`src/rtl/imem_pkg.sv`:
```
// imem_pkg: shared state encodings, NOP default and PC decoding for the loadable instruction memory.
package imem_pkg;
   typedef enum logic [1:0] {ST_EMPTY = 2'd0, ST_LOADING = 2'd1, ST_READY = 2'd2} state_t;
   localparam logic [31:0] NOP_DEFAULT = 32'h0000_0000;
   localparam int PC_MAX_W = 64;
   typedef struct packed {
      logic [PC_MAX_W-1:0] idx;
      logic misaligned;
   } pc_dec_t;
   function automatic pc_dec_t decode_pc(input logic [PC_MAX_W-1:0] pc, input logic byte_addr);
      pc_dec_t d;
      d.idx = byte_addr ? pc >> 2 : pc;
      d.misaligned = byte_addr && pc[1:0] != 2'b00;
      return d;
   endfunction
endpackage

```
`src/rtl/imem_loadable_if.sv`:
```
// imem_loadable_if: loader stream and IF-stage fetch handshake of the instruction memory.
interface imem_loadable_if #(parameter int DATA_W = 32, parameter int DEPTH = 64, parameter int PC_W = 32);
   logic load_start, load_valid, load_done, load_ready;
   logic [DATA_W-1:0] load_data;
   logic [$clog2(DEPTH):0] prog_len;
   logic fetch_req, stall, flush, fetch_valid, fetch_err;
   logic [PC_W-1:0] fetch_pc;
   logic [DATA_W-1:0] instr;
   logic [1:0] state_o;
   modport master (output load_start, load_valid, load_data, load_done, fetch_req, fetch_pc, stall, flush,
                   input load_ready, prog_len, fetch_valid, instr, fetch_err, state_o);
   modport slave (input load_start, load_valid, load_data, load_done, fetch_req, fetch_pc, stall, flush,
                  output load_ready, prog_len, fetch_valid, instr, fetch_err, state_o);
endinterface

```
`src/rtl/imem_ram.sv`:
```
// imem_ram: DEPTH x DATA_W array, one write port and one synchronous read port returning old data on collision.
module imem_ram #(
   parameter int DATA_W = 32,
   parameter int DEPTH = 64,
   parameter int AW = $clog2(DEPTH)
) (
   input  logic              clk,
   input  logic              we,
   input  logic [AW-1:0]     waddr,
   input  logic [DATA_W-1:0] wdata,
   input  logic              re,
   input  logic [AW-1:0]     raddr,
   output logic [DATA_W-1:0] rdata
);
   logic [DATA_W-1:0] mem [DEPTH];
   always_ff @(posedge clk) begin
      if (we) mem[waddr] <= wdata;
      if (re) rdata <= mem[raddr];
   end
endmodule

```
`src/rtl/imem_loadable.sv`:
```
// imem_loadable: run-time loadable instruction memory with a latency-1 fetch port,
// stall hold, flush and NOP substitution outside the loaded program.
module imem_loadable import imem_pkg::*; #(
   parameter int DATA_W = 32,
   parameter int DEPTH = 64,
   parameter int PC_W = 32,
   parameter bit BYTE_ADDR = 1'b0,
   parameter logic [DATA_W-1:0] NOP_WORD = DATA_W'(NOP_DEFAULT)
) (
   input logic clk,
   input logic rst_n,
   imem_loadable_if.slave bus
);
   localparam int AW = $clog2(DEPTH);
   state_t state;
   logic [AW:0] ptr;
   pc_dec_t dec;
   logic in_range, hit, load_ready, we, sel, valid, err;
   logic [DATA_W-1:0] rdata;
   assign dec = decode_pc(PC_MAX_W'(bus.fetch_pc), BYTE_ADDR);
   // Full-width compare so large PCs never alias onto low array entries.
   assign in_range = dec.idx < PC_MAX_W'(ptr);
   assign hit = state == ST_READY && in_range && !dec.misaligned;
   assign load_ready = state == ST_LOADING && ptr < (AW+1)'(DEPTH);
   assign we = !bus.load_start && bus.load_valid && load_ready;
   imem_ram #(.DATA_W(DATA_W), .DEPTH(DEPTH)) u_ram (
      .clk   (clk),
      .we    (we),
      .waddr (ptr[AW-1:0]),
      .wdata (bus.load_data),
      .re    (!bus.stall),
      .raddr (dec.idx[AW-1:0]),
      .rdata (rdata)
   );
   always_ff @(posedge clk or negedge rst_n)
      if (!rst_n) begin
         state <= ST_EMPTY;
         ptr <= '0;
      end else if (bus.load_start) begin
         state <= ST_LOADING;
         ptr <= '0;
      end else if (state == ST_LOADING) begin
         if (we) ptr <= ptr + 1'b1;
         if (bus.load_done) state <= ST_READY;
      end
   // sel marks that the held RAM word is a real instruction; otherwise NOP_WORD is shown.
   always_ff @(posedge clk or negedge rst_n)
      if (!rst_n) begin
         valid <= 1'b0;
         sel <= 1'b0;
         err <= 1'b0;
      end else begin
         if (!bus.stall) valid <= bus.fetch_req;
         if (bus.flush) begin
            sel <= 1'b0;
            err <= 1'b0;
         end else if (!bus.stall) begin
            sel <= bus.fetch_req && hit;
            err <= bus.fetch_req && state == ST_READY && !hit;
         end
      end
   assign bus.load_ready = load_ready;
   assign bus.prog_len = ptr;
   assign bus.fetch_valid = valid;
   assign bus.instr = sel ? rdata : NOP_WORD;
   assign bus.fetch_err = err;
   assign bus.state_o = state;
endmodule

```
`src/flat_wrapper.sv`:
```
// flat-port wrapper written by rule: the top's interface ports become plain ports
module imem_loadable_flat import imem_pkg::*;
#(
   parameter int DATA_W = 32,
   parameter int DEPTH = 64,
   parameter int PC_W = 32,
   parameter bit BYTE_ADDR = 1'b0,
   parameter logic [DATA_W-1:0] NOP_WORD = DATA_W'(NOP_DEFAULT)
)
  (clk, rst_n, bus_load_start, bus_load_valid, bus_load_data, bus_load_done, bus_fetch_req, bus_fetch_pc, bus_stall, bus_flush, bus_load_ready, bus_prog_len, bus_fetch_valid, bus_instr, bus_fetch_err, bus_state_o);
  imem_loadable_if #(.DATA_W(DATA_W), .DEPTH(DEPTH), .PC_W(PC_W)) bus_i ();
  input logic clk;
  input logic rst_n;
  input wire logic [$bits(bus_i.load_start)-1:0] bus_load_start;
  input wire logic [$bits(bus_i.load_valid)-1:0] bus_load_valid;
  input wire logic [$bits(bus_i.load_data)-1:0] bus_load_data;
  input wire logic [$bits(bus_i.load_done)-1:0] bus_load_done;
  input wire logic [$bits(bus_i.fetch_req)-1:0] bus_fetch_req;
  input wire logic [$bits(bus_i.fetch_pc)-1:0] bus_fetch_pc;
  input wire logic [$bits(bus_i.stall)-1:0] bus_stall;
  input wire logic [$bits(bus_i.flush)-1:0] bus_flush;
  output wire logic [$bits(bus_i.load_ready)-1:0] bus_load_ready;
  output wire logic [$bits(bus_i.prog_len)-1:0] bus_prog_len;
  output wire logic [$bits(bus_i.fetch_valid)-1:0] bus_fetch_valid;
  output wire logic [$bits(bus_i.instr)-1:0] bus_instr;
  output wire logic [$bits(bus_i.fetch_err)-1:0] bus_fetch_err;
  output wire logic [$bits(bus_i.state_o)-1:0] bus_state_o;
  assign bus_i.load_start = bus_load_start;
  assign bus_i.load_valid = bus_load_valid;
  assign bus_i.load_data = bus_load_data;
  assign bus_i.load_done = bus_load_done;
  assign bus_i.fetch_req = bus_fetch_req;
  assign bus_i.fetch_pc = bus_fetch_pc;
  assign bus_i.stall = bus_stall;
  assign bus_i.flush = bus_flush;
  assign bus_load_ready = bus_i.load_ready;
  assign bus_prog_len = bus_i.prog_len;
  assign bus_fetch_valid = bus_i.fetch_valid;
  assign bus_instr = bus_i.instr;
  assign bus_fetch_err = bus_i.fetch_err;
  assign bus_state_o = bus_i.state_o;
  imem_loadable #(.DATA_W(DATA_W), .DEPTH(DEPTH), .PC_W(PC_W), .BYTE_ADDR(BYTE_ADDR), .NOP_WORD(NOP_WORD)) u_core (.clk(clk), .rst_n(rst_n), .bus(bus_i));
endmodule
```
`config.mk`:
```
export PLATFORM = sky130hd
export DESIGN_NAME = imem_loadable_flat
export DESIGN_NICKNAME = d
export VERILOG_FILES = /design/src/rtl/imem_pkg.sv /design/src/rtl/imem_loadable_if.sv /design/src/rtl/imem_ram.sv /design/src/rtl/imem_loadable.sv /design/src/flat_wrapper.sv
export SDC_FILE = /design/constraint.sdc
export NUM_CORES = 2
export LEC_CHECK = 0
export CAP_MARGIN = 20
export CELL_PAD_IN_SITES_DETAIL_PLACEMENT = 1
export CELL_PAD_IN_SITES_GLOBAL_PLACEMENT = 1
export CORE_MARGIN = 4
export CORE_UTILIZATION = 50
export DETAILED_ROUTE_END_ITERATION = 6
export PLACE_DENSITY = 0.71
export SYNTH_ARGS = -nofsm -noshare
export SYNTH_HDL_FRONTEND = slang
export SYNTH_HIERARCHICAL = 1
export SYNTH_SLANG_ARGS = --single-unit
```
`constraint.sdc`:
```
create_clock -name clk -period 4.7 [get_ports clk]
set_clock_uncertainty 0.05 [all_clocks]
set_input_delay 0.47 -clock clk [delete_from_list [all_inputs] [get_ports clk]]
set_output_delay 0.47 -clock clk [all_outputs]
set_load 0.02 [all_outputs]
```
==> results.tsv <==
stage	metric	value	unit
detailed_routing	num_vias	38600	
sta	tns	0	ns
synth	ys_warn_count	6	
global_routing	grt_pass1_vias	39800	
synth	ys_types	49	
synth	yosysMostFrequentCell	edfxtp_1	
synth	yosys_register_bits	2092	
floorplan	rows	146	
sta	fmax	0.264	GHz
power	pwr-share-clk	40.7	%
critical_path	cp.arrival	4.20	ns
floorplan	design.core.area	159000	um2
sta	max_slew_margin	19.2	%
placement	port_buffers	115	
power	ir_drop	386	uV
critical_path	crit_path_end_kind	flip-flop	
sta	hold_slack	0.0766	ns
synth	synth_area_leaders	edfxtp_1, mux4_2, mux2i_1, nor2_1, o22ai_1	
critical_path	crit_end	u_core/u_ram/mem[62][31]	
sta	maxSlewViolCount	0	
critical_path	critical_path.startpoint	u_core/bus.state_o[1]	
power	pwr-share-seq	54.2	%
synth	syn_nets	3518	
finish	nNetsFinal	3841	
flow_run	cap_violations	0	
synth	synth_cells	3439	
detailed_routing	vias_per_cell	6.41	
sta	setup_slack	0.905	ns
critical_path	worstPathMaxFanout	32	
worst_hold_path	holdPathStages	1	
detailed_routing	wl_per_cell	35.6	um
critical_path	r2r_cells	7	
placement	gp_congestion	0.905	
critical_path	r2r-start	u_core/bus.state_o[1]	
worst_hold_path	hold_path.class	in -> reg	
clocking	cts_buffer_depth	3	
detailed_routing	routed_wl	214000	um
clocking	clk_pin_slew_worst_paths	0.06	ns
sta	tightest_slew	1.21	ns
clocking	numCtsBuffers	205	
critical_path	worst_ep_required_time	5.11	ns
run_status	run_status	completed	
synth	synth.yosys.seq_area_share	78.6	%
synth	synth_area	79800	um2
global_routing	antenna_found_initial	16	
critical_path	critical_path.cell_chain	and4bb_1, nor2b_1, nor2b_1, nand3_1, buf_4, nor2_4, buf_4	
placement	pre_cts_ws	0.657	ns
finish	area_growth	14.3	%
detailed_routing	ant_nets	0	
power	p_switching	8.17	mW
critical_path	r2r_end	u_core/u_ram/mem[62][31]	
power	p_leak	28.4	nW
synth	synth_top_area_cell	edfxtp_1	
placement	place_hpwl	128000	um
power	p_int	29.9	mW
clocking	cts_setup_buffers	0	
clocking	htreeDepth	4	
floorplan	initial_core_util	50.3	%
synth	synth_top_cell_area_share	78.3	%
clocking	clock_sinks	2092	
clocking	clk_latency	0.82	ns
finish	drive_above_1_share	28.1	%
synth	synthArstFlopShare	0.574	%
global_routing	grt_usage	25.9	%
critical_path	cp-start-kind	flip-flop	
global_routing	grt-ovfl-total	0	
critical_path	crit_type	reg -> reg	
floorplan	fp.dieH	408	um
power	p_per_area	417	nW/um2
floorplan	dieArea	166000	um2
sta	setup_violations	0	
sta	finalHoldViolations	0	
synth	synth_ff_type	edfxtp_1	
clocking	cts_tree	yes	
synth	synth_common_cells	edfxtp_1, mux4_2, nor2_1, mux2i_1, o22ai_1	
synth	syn_area_per_cell	23.2	um2
global_routing	grt_max_degree	72	
power	switching_share	21.5	%
clocking	cts-root-buf	clkbuf_16	
critical_path	worst_path_largest_cell_delay	0.86	ns
sta	rsz0062_at_grt	false	
critical_path	ff2ff_setup_slack	0.91	ns
floorplan	die_x	408	um
critical_path	slowest_stage	nor2b_1	
sta	period_share	80.7	%
detailed_routing	drtPass1Iterations	6	
power	pwr-share-comb	5.1	%
clocking	post_cts_resized	0	
detailed_routing	drc	0	
synth	synth_edf_count	2080	
detailed_routing	drt_iter0_markers	5360	
sta	fin_crit	3.79	ns
floorplan	pin_count	116	
global_routing	grt_pass1_wl	305000	um
[metal layers]
metal	global-route usage [%]	up-vias	share of wire (%)
met1	36.8	20900	39
met4	7.07	2	2.6
li1	-	15400	-
met3	5.84	304	9.5
met2	41.0	2032	49
met5	0	-	0.0061
[cell type report]
| cell class | count | area, um2 |
|---|---|---|
| tap | 2072 | 2590 |
| inverter | 8 | 30.0 |
| timing repair buffer | 303 | 3010 |
| sequential | 2092 | 62800 |
| fill | 13100 | 67300 |
| clock buffer | 257 | 5350 |
| clock inverter | 119 | 908 |
| antenna | 7 | 17.5 |
| multi-input combinational | 1152 | 16600 |
[timing repair]
item / in CTS / in global routing
endpoints found under the setup margin: 0 / 0
hold buffers: 2 / 0
hold endpoints to repair: 13 / 0
[cell families (layout without fill, tap and decap cells)]
logic type	after synthesis	after routing	share of synthesized area, %
adders and majority gates	7	7	0.110
other	0	7	0
buffers and inverters	195	687	1.18
AOI/OAI and AO/OA	214	214	1.76
and+or+nand+nor	289	289	1.75
DFF	2092	2092	78.6
xor gates and xnor gates	4	4	0.0439
muxes	638	638	16.5
[power by group through the flow]
stage | sequential [mW] | clock, mW | combinational (mW)
floorplan | 21.0 | 0 | 0.953
global placement | 21.0 | 0 | 1.90
detailed placement | 21.0 | 0 | 1.95
CTS | 20.6 | 15.8 | 1.96
global route | 20.6 | 16.6 | 2.04
finish | 20.6 | 15.5 | 1.95
[cells in the final DEF (no fill, tap or decap), types with 4 or more instances in the layout]
master | netlist | layout
edfxtp_1 | 2080 | 2080
nor2b_1 | 17 | 17
clkinv_2 | 0 | 30
inv_6 | 0 | 9
mux4_2 | 544 | 544
bufinv_16 | 0 | 11
clkinv_8 | 0 | 5
nand3_1 | 7 | 7
nor4_1 | 6 | 6
nand3b_1 | 5 | 5
clkinv_1 | 0 | 60
nor2_1 | 145 | 83
clkdlybuf4s50_1 | 0 | 79
diode_2 | 0 | 7
and2_1 | 34 | 34
and3_1 | 6 | 6
ha_1 | 7 | 7
clkbuf_16 | 0 | 206
o22ai_1 | 85 | 85
xnor2_1 | 4 | 4
o32ai_1 | 4 | 4
a41o_1 | 4 | 4
nand2b_1 | 10 | 9
nor3_1 | 7 | 5
a22oi_1 | 12 | 12
dfrtp_1 | 12 | 12
nand2_1 | 31 | 31
buf_4 | 25 | 144
clkbuf_1 | 78 | 51
mux2i_1 | 93 | 93
o221ai_1 | 27 | 27
nor2_4 | 0 | 62
inv_1 | 8 | 7
a21oi_1 | 65 | 65
a311oi_1 | 8 | 8
buf_2 | 57 | 28
buf_12 | 0 | 44
[worst max-delay path: cells and delay by family, from the launching register on]
kind / cells / cell delay (ns)
simple gates: 5 / 2.04
flops: 1 / 0.44
buf+inv: 2 / 0.80
[flip-flops by register name, indices dropped and copies added (netlist names)]
name	count
u_core/bus.state_o	2
u_core/u_ram/mem	2048
u_core/bus.fetch_err	1
u_core/bus.fetch_valid	1
u_core/sel	1
u_core/bus.prog_len	7
u_core/u_ram/rdata	32
[through the flow]
| stage | cell area, um2 | utilization (%) | total power, mW | std cells |
|---|---|---|---|---|
| 6_report | 91300 | 57.6 | 38.1 | 6010 |
| 5_1_grt | 91200 | 57.5 | 39.3 | 6003 |
| 4_1_cts | 91200 | 57.5 | 38.3 | 6001 |
| 3_5_place_dp | 84900 | 53.6 | 23.0 | 5623 |
| 3_3_place_gp | 84900 | 53.6 | 22.9 | 5623 |
| 2_1_floorplan | 79800 | - | 21.9 | 3439 |
[worst min-delay path by stage]
stage / start / endpoint / slack [ns]
after floorplan: rst_n / u_core/bus.fetch_err / 0.12
after global placement: u_core/bus.fetch_valid / u_core/bus.fetch_valid / 0.44
after detailed placement: u_core/bus.fetch_valid / u_core/bus.fetch_valid / 0.45
after CTS: bus_load_data[23] / u_core/u_ram/mem[29][23] / 0.009
after global routing: bus_load_data[23] / u_core/u_ram/mem[30][23] / 0.05
final: bus_load_data[23] / u_core/u_ram/mem[30][23] / 0.08
Note: power is estimated with default switching activity, not from simulation.
